[config.mk]
export PLATFORM = sky130hd
export DESIGN_NAME = mac_cascade_chain_flat
export DESIGN_NICKNAME = d
export VERILOG_FILES = /design/src/rtl/mac_cascade_chain_if.sv /design/src/rtl/mac_cascade_chain.sv /design/src/flat_wrapper.sv
export SDC_FILE = /design/constraint.sdc
export NUM_CORES = 2
export LEC_CHECK = 0
export CAP_MARGIN = 20
export CELL_PAD_IN_SITES_DETAIL_PLACEMENT = 1
export CELL_PAD_IN_SITES_GLOBAL_PLACEMENT = 2
export CORE_ASPECT_RATIO = 1.5
export CORE_UTILIZATION = 27
export CTS_CLUSTER_SIZE = 40
export DETAILED_ROUTE_END_ITERATION = 6
export GPL_TIMING_DRIVEN = 0
export PLACE_DENSITY_LB_ADDON = 0.1
export SYNTH_ARGS = -nofsm -noshare
export SYNTH_HDL_FRONTEND = slang
export SYNTH_SLANG_ARGS = --single-unit
[constraint.sdc]
create_clock -name clk -period 9.1 [get_ports clk]
set_input_delay 1.82 -clock clk [delete_from_list [all_inputs] [get_ports clk]]
set_output_delay 1.82 -clock clk [all_outputs]
set_load 0.05 [all_outputs]
[src/rtl/mac_cascade_chain_if.sv]
// rtl/mac_cascade_chain_if.sv - sample input and result bus of mac_cascade_chain
interface mac_cascade_chain_if #(
  parameter int NUM_STAGES = 3,
  parameter int DATA_W     = 16,
  parameter int ACC_W      = 48
);
  logic                         in_valid;
  logic [NUM_STAGES*DATA_W-1:0] a;
  logic [NUM_STAGES*DATA_W-1:0] b;
  logic [ACC_W-1:0]             c_in;
  logic                         op_sub;
  logic [ACC_W-1:0]             p;
  logic                         out_valid;
  logic [ACC_W-1:0]             pcout;
  logic                         pcout_valid;
  logic                         out_sat;

  modport master (
    output in_valid, a, b, c_in, op_sub,
    input  p, out_valid, pcout, pcout_valid, out_sat
  );

  modport slave (
    input  in_valid, a, b, c_in, op_sub,
    output p, out_valid, pcout, pcout_valid, out_sat
  );
endinterface

[src/rtl/mac_cascade_chain.sv]
// rtl/mac_cascade_chain.sv - systolic multiply-add chain p = c_in +/- sum(a_s*b_s)
// Define MAC_CASCADE_SATURATE_EN to clamp each stage at the ACC_W bounds instead of wrapping.
module mac_cascade_chain #(
  parameter int NUM_STAGES = 3,
  parameter int DATA_W     = 16,
  parameter int ACC_W      = 48,
  parameter int SIGNED     = 0
) (
  input logic               clk,
  input logic               reset,
  input logic               ce,
  input logic               sclr,
  mac_cascade_chain_if.slave bus
);

  // Returns {overflow, next accumulator} for acc +/- x*y.
  function automatic logic [ACC_W:0] mac_step(
    input logic [ACC_W-1:0]  acc,
    input logic [DATA_W-1:0] x,
    input logic [DATA_W-1:0] y,
    input logic              sub
  );
    logic [2*DATA_W-1:0] prod;
    logic [ACC_W-1:0]    ext;
    logic [ACC_W:0]      acc_x;
    logic [ACC_W:0]      ext_x;
    logic [ACC_W:0]      sum;
    logic                sat;
    if (SIGNED != 0) begin
      prod  = (2*DATA_W)'($signed(x)) * (2*DATA_W)'($signed(y));
      ext   = ACC_W'($signed(prod));
      acc_x = {acc[ACC_W-1], acc};
      ext_x = {ext[ACC_W-1], ext};
    end else begin
      prod  = (2*DATA_W)'(x) * (2*DATA_W)'(y);
      ext   = ACC_W'(prod);
      acc_x = {1'b0, acc};
      ext_x = {1'b0, ext};
    end
    sum = sub ? (acc_x - ext_x) : (acc_x + ext_x);
`ifdef MAC_CASCADE_SATURATE_EN
    // One guard bit is enough: a single add/sub can only overflow by one bound.
    if (SIGNED != 0) begin
      sat = sum[ACC_W] ^ sum[ACC_W-1];
      if (sat)
        sum[ACC_W-1:0] = sum[ACC_W] ? {1'b1, {(ACC_W-1){1'b0}}} : {1'b0, {(ACC_W-1){1'b1}}};
    end else begin
      sat = sum[ACC_W];
      if (sat)
        sum[ACC_W-1:0] = sub ? '0 : '1;
    end
`else
    sat = 1'b0;
`endif
    return {sat, sum[ACC_W-1:0]};
  endfunction

  for (genvar s = 0; s < NUM_STAGES; s++) begin : stg
    logic [ACC_W-1:0]  acc_q;
    logic              vld_q;
    logic              sub_q;
    logic              sat_q;
    logic [ACC_W-1:0]  acc_in;
    logic              vld_in;
    logic              sub_in;
    logic              sat_in;
    logic [DATA_W-1:0] a_op;
    logic [DATA_W-1:0] b_op;
    logic [ACC_W:0]    step;

    if (s == 0) begin : g_head
      assign acc_in = bus.c_in;
      assign vld_in = bus.in_valid;
      assign sub_in = bus.op_sub;
      assign sat_in = 1'b0;
      assign a_op   = bus.a[DATA_W-1:0];
      assign b_op   = bus.b[DATA_W-1:0];
    end else begin : g_body
      // s-deep skew so operand s meets its sample at stage s.
      logic [DATA_W-1:0] da [s];
      logic [DATA_W-1:0] db [s];

      always_ff @(posedge clk or negedge reset) begin
        if (!reset) begin
          for (int k = 0; k < s; k++) begin
            da[k] <= '0;
            db[k] <= '0;
          end
        end else if (sclr) begin
          for (int k = 0; k < s; k++) begin
            da[k] <= '0;
            db[k] <= '0;
          end
        end else if (ce) begin
          da[0] <= bus.a[s*DATA_W +: DATA_W];
          db[0] <= bus.b[s*DATA_W +: DATA_W];
          for (int k = 1; k < s; k++) begin
            da[k] <= da[k-1];
            db[k] <= db[k-1];
          end
        end
      end

      assign acc_in = stg[s-1].acc_q;
      assign vld_in = stg[s-1].vld_q;
      assign sub_in = stg[s-1].sub_q;
      assign sat_in = stg[s-1].sat_q;
      assign a_op   = da[s-1];
      assign b_op   = db[s-1];
    end

    assign step = mac_step(acc_in, a_op, b_op, sub_in);

    // Bubbles advance the valid bit but leave the accumulator untouched.
    always_ff @(posedge clk or negedge reset) begin
      if (!reset) begin
        acc_q <= '0;
        vld_q <= 1'b0;
        sub_q <= 1'b0;
        sat_q <= 1'b0;
      end else if (sclr) begin
        acc_q <= '0;
        vld_q <= 1'b0;
        sub_q <= 1'b0;
        sat_q <= 1'b0;
      end else if (ce) begin
        vld_q <= vld_in;
        if (vld_in) begin
          acc_q <= step[ACC_W-1:0];
          sub_q <= sub_in;
          sat_q <= sat_in | step[ACC_W];
        end
      end
    end
  end

  assign bus.p           = stg[NUM_STAGES-1].acc_q;
  assign bus.out_valid   = stg[NUM_STAGES-1].vld_q;
  assign bus.pcout       = stg[NUM_STAGES-1].acc_q;
  assign bus.pcout_valid = stg[NUM_STAGES-1].vld_q;
  assign bus.out_sat     = stg[NUM_STAGES-1].sat_q;

endmodule

[src/flat_wrapper.sv]
// flat-port wrapper written by rule: the top's interface ports become plain ports
module mac_cascade_chain_flat 
#(
  parameter int NUM_STAGES = 3,
  parameter int DATA_W     = 16,
  parameter int ACC_W      = 48,
  parameter int SIGNED     = 0
)
  (clk, reset, ce, sclr, bus_in_valid, bus_a, bus_b, bus_c_in, bus_op_sub, bus_p, bus_out_valid, bus_pcout, bus_pcout_valid, bus_out_sat);
  mac_cascade_chain_if #(.NUM_STAGES(NUM_STAGES), .DATA_W(DATA_W), .ACC_W(ACC_W)) bus_i ();
  input logic clk;
  input logic reset;
  input logic ce;
  input logic sclr;
  input wire logic [$bits(bus_i.in_valid)-1:0] bus_in_valid;
  input wire logic [$bits(bus_i.a)-1:0] bus_a;
  input wire logic [$bits(bus_i.b)-1:0] bus_b;
  input wire logic [$bits(bus_i.c_in)-1:0] bus_c_in;
  input wire logic [$bits(bus_i.op_sub)-1:0] bus_op_sub;
  output wire logic [$bits(bus_i.p)-1:0] bus_p;
  output wire logic [$bits(bus_i.out_valid)-1:0] bus_out_valid;
  output wire logic [$bits(bus_i.pcout)-1:0] bus_pcout;
  output wire logic [$bits(bus_i.pcout_valid)-1:0] bus_pcout_valid;
  output wire logic [$bits(bus_i.out_sat)-1:0] bus_out_sat;
  assign bus_i.in_valid = bus_in_valid;
  assign bus_i.a = bus_a;
  assign bus_i.b = bus_b;
  assign bus_i.c_in = bus_c_in;
  assign bus_i.op_sub = bus_op_sub;
  assign bus_p = bus_i.p;
  assign bus_out_valid = bus_i.out_valid;
  assign bus_pcout = bus_i.pcout;
  assign bus_pcout_valid = bus_i.pcout_valid;
  assign bus_out_sat = bus_i.out_sat;
  mac_cascade_chain #(.NUM_STAGES(NUM_STAGES), .DATA_W(DATA_W), .ACC_W(ACC_W), .SIGNED(SIGNED)) u_core (.clk(clk), .reset(reset), .ce(ce), .sclr(sclr), .bus(bus_i));
endmodule
==> metrics.md <==
| Metric | Value |
|---|---|
| Outcome | `complete, but fails checks` |
| Failing checks | `setup timing` |
| Tcrit/Tclk final | `109%` |
| Syn avg cell area | `8.56 um2` |
| Post-synth EDFFs | `0` |
| Asr flop ratio synth | `100%` |
| Initial antenna violation count | `2` |
| Worst stage delay on the critical path | `0.57 ns` |
| Vert. Die Dim | `503 um` |
| Sequential fraction of design power | `5.4%` |
| Drt via density | `4.79` |
| VDD IR-drop max | `0.718 mV` |
| Final WS setup | `-0.787 ns` |
| Final min period | `9.89 ns` |
| H-tree levels | `1` |
| Critical path class | `input port to flop` |
| Ys Warns | `0` |
| First-pass GRT wire length | `272000 um` |
| Routed WL | `184000 um` |
| DR iter-0 viols | `1311` |
| CP startpoint kind | `input port` |
| Standard-cell row count | `183` |
| Slew @ Worst Pin | `0.938 ns` |
| Skew final | `0.0624 ns` |
| Pwr per Cell Area | `401 nW/um2` |
| Clk buf depth | `3` |
| Register Area | `6210 um2` |
| Clock Latency Late Sink | `0.63 ns` |
| Leakage | `27.9 nW` |
| CP endpoint kind | `flop` |
| Pwr Total | `0.0235 W` |
| DRC | `0` |
| Clock buffer count from CTS | `27` |
| First-pass DRT Iterations | `5` |
| HP Class | `flop to flop` |
| Worst EP arrival | `10.39 ns` |
| Synthesized instance count | `5272` |
| DRT antenna net count | `0` |
| Final setup viols | `20` |
| Fin. max-slew vios | `0` |
| Net Count, Synth | `6466` |
| Crit-path max FO | `4` |
| Die Wd | `336 um` |
| Clk sinks | `245` |
| WL/cell | `22.7 um` |
| HPWL after DPL | `151000 um` |
| RSZ-0062 raised after global routing | `yes` |
| DIE AREA | `169000 um2` |
| Synthesized flop and latch total | `245` |
| Hold buffers post-CTS | `0` |
| GRT Total Usage | `21.7%` |
| Final net count | `7074` |
| Worst Hold Depth | `2` |
| Worst Path Required | `9.60 ns` |
| I/O Pins | `249` |
| Grt ovf | `0` |
| Synth Cell Area | `45100 um2` |
| Worst path slowest cell | `or4_4` |
| Initial core utilization | `27.2%` |
| Syn-to-layout area delta | `30.0%` |
| Primary FF master, synth | `dfrtp_1` |
| Vias | `38900` |
| Multi-input logic area | `38100 um2` |
| P_sw | `0.0124 W` |
| Max-cap violation count | `0` |
| Rel. slew slack | `37.5%` |
| Max Freq | `0.101 GHz` |
| Root buffer cell | `clkbuf_16` |
| TritonCTS clock tree | `done` |
| Netlist cell types | `89` |
| Clock-pin slew of the registers on the worst-case setup and hold paths | `0.06 ns` |
| Final hold vios | `0` |
| Length in cells of the worst reg-to-reg path | `40` |
| Fillers | `19300` |
| Most frequent CP cell | `fa_1` |
| Combinational Power Share | `89.3%` |
| Placer congestion estimate | `0.848` |
| Core ar. | `166000 um2` |
| Largest net degree at the start of global routing | `101` |
| Clk pwr share | `5.3%` |
| Share of cells above drive strength 1 | `20.4%` |
| Switching Share | `52.7%` |
| TNS Setup | `-8.53 ns` |
| Internal | `0.0111 W` |
| Number of global-route vias before repair | `42900` |
| Seq/Total Area, Yosys | `13.6%` |
| IO buf count | `247` |
-- Yosys cell counts, types with 41 or more instances --
library cell  number  area, um2
xor2_1           122       1070
xnor2_1          163       1430
nor2_1           260        976
nor3_1            41        205
o21ai_0          253       1270
a31oi_1           44        275
dfrtp_1          245       6130
ha_1             459       5740
nand3_1           52        260
mux2i_1          106       1060
a21o_1           126        946
o21a_1            42        315
clkbuf_1         202        758
a21oi_1          255       1280
and2_1           362       2260
buf_4             52        390
nand2_1          677       2540
fa_1             585      11700
inv_1            755       2830
-- state kept, by name, summed over array words and instances (netlist names) --
register              cells
u_core.bus.p             48
u_core.stg.b_op          32
u_core.bus.out_valid      1
u_core.stg.vld_q          2
u_core.stg.sub_q          2
u_core.stg.acc_q         96
u_core.stg.g_body.db     16
u_core.stg.g_body.da     16
u_core.stg.a_op          32
-- through the flow --
stage	hold WS [ns]	area (um2)	utilization (%)	setup WS, ns	cells
after floorplan	0.450	45500	-	-0.751	5272
after global placement	0.473	50700	30.6	-5.77	7739
after detailed placement	0.482	50800	30.6	-3.97	7742
after CTS	0.501	56500	34.1	-1.01	8025
after global routing	0.534	58700	35.4	-1.04	8122
final	0.499	58700	35.4	-0.787	8123
-- what timing repair did --
action	4_1_cts	5_1_grt
pin swaps	211	262
gates resized for setup	895	366
setup endpoints to repair	94	62
buffers inserted	258	122
gates cloned	1	1
-- power by group through the flow --
stage          registers, W  logic, W  clock network, W
4_1_cts             0.00128    0.0191           0.00129
2_1_floorplan       0.00127    0.0115                 0
5_1_grt             0.00129    0.0229           0.00131
3_5_place_dp        0.00132    0.0164                 0
6_report            0.00128    0.0210           0.00124
3_3_place_gp        0.00132    0.0163                 0
-- layer usage --
layer | vias to the layer above | global-route usage (%) | routed length, um
li1 | 18300 | - | -
met1 | 19900 | 21.9 | 65400
met2 | 441 | 44.5 | 106000
met3 | 253 | 0.882 | 2470
met4 | 0 | 10.4 | 10400
met5 | - | 0 | 0
-- cell type report --
cell class / count / share of cell area (%)
multi-input cells: 4009 / 64.9
flip-flops and latches: 245 / 10.6
repair buffers: 611 / 9.40
inverters: 755 / 4.83
well taps: 2220 / 4.73
plain buffers: 231 / 3.83
clock buffers: 37 / 1.34
clock inverters: 13 / 0.352
diodes: 2 / 0.00853
-- final timing paths --
path | endpoint | start | slack (ns)
setup / recovery | u_core.stg[0].acc_q[47]$_DFFE_PN0P_ | bus_b[4] | -0.79
hold / removal | u_core.stg[1].acc_q[42]$_DFFE_PN0P_ | u_core.stg[1].acc_q[42]$_DFFE_PN0P_ | 0.50
setup reg to reg | u_core.stg[1].acc_q[47]$_DFFE_PN0P_ | u_core.stg[1].b_op[4]$_DFFE_PN0P_ | -0.14
hold reg to reg | u_core.stg[1].acc_q[42]$_DFFE_PN0P_ | u_core.stg[1].acc_q[42]$_DFFE_PN0P_ | 0.50
max in group asynchronous | u_core.stg[1].a_op[11]$_DFFE_PN0P_ | reset | 6.46
min in group asynchronous | u_core.bus.p[44]$_DFFE_PN0P_ | reset | 1.09
-- worst max-delay path, delay by kind of cell --
family	cells	cell delay (ns)
fa+ha+maj	8	3.56
compound gates	16	2.47
simple gates	6	1.51
xor+xnor	3	0.53
buf+inv	6	0.45
-- logic make-up after synthesis --
| group | synth area share (%) |
|---|---|
| other cells | 0.00831 |
| flops | 13.6 |
| simple gates | 17.0 |
| mux | 2.38 |
| xor+xnor | 5.67 |
| fa+ha+maj | 38.7 |
| compound gates | 13.8 |
| buf+inv | 8.91 |
-- cells in the final DEF (no fill, tap or decap), types with 123 or more instances in the layout --
master	instances
dfrtp_1	184
clkdlybuf4s50_1	215
fa_1	553
a21oi_1	176
ha_1	395
nor2_1	244
inv_1	723
and2_1	333
xnor2_1	125
a21o_1	123
nand2_1	662
buf_4	382
o21ai_0	175
(Power assumes the default switching activity.)
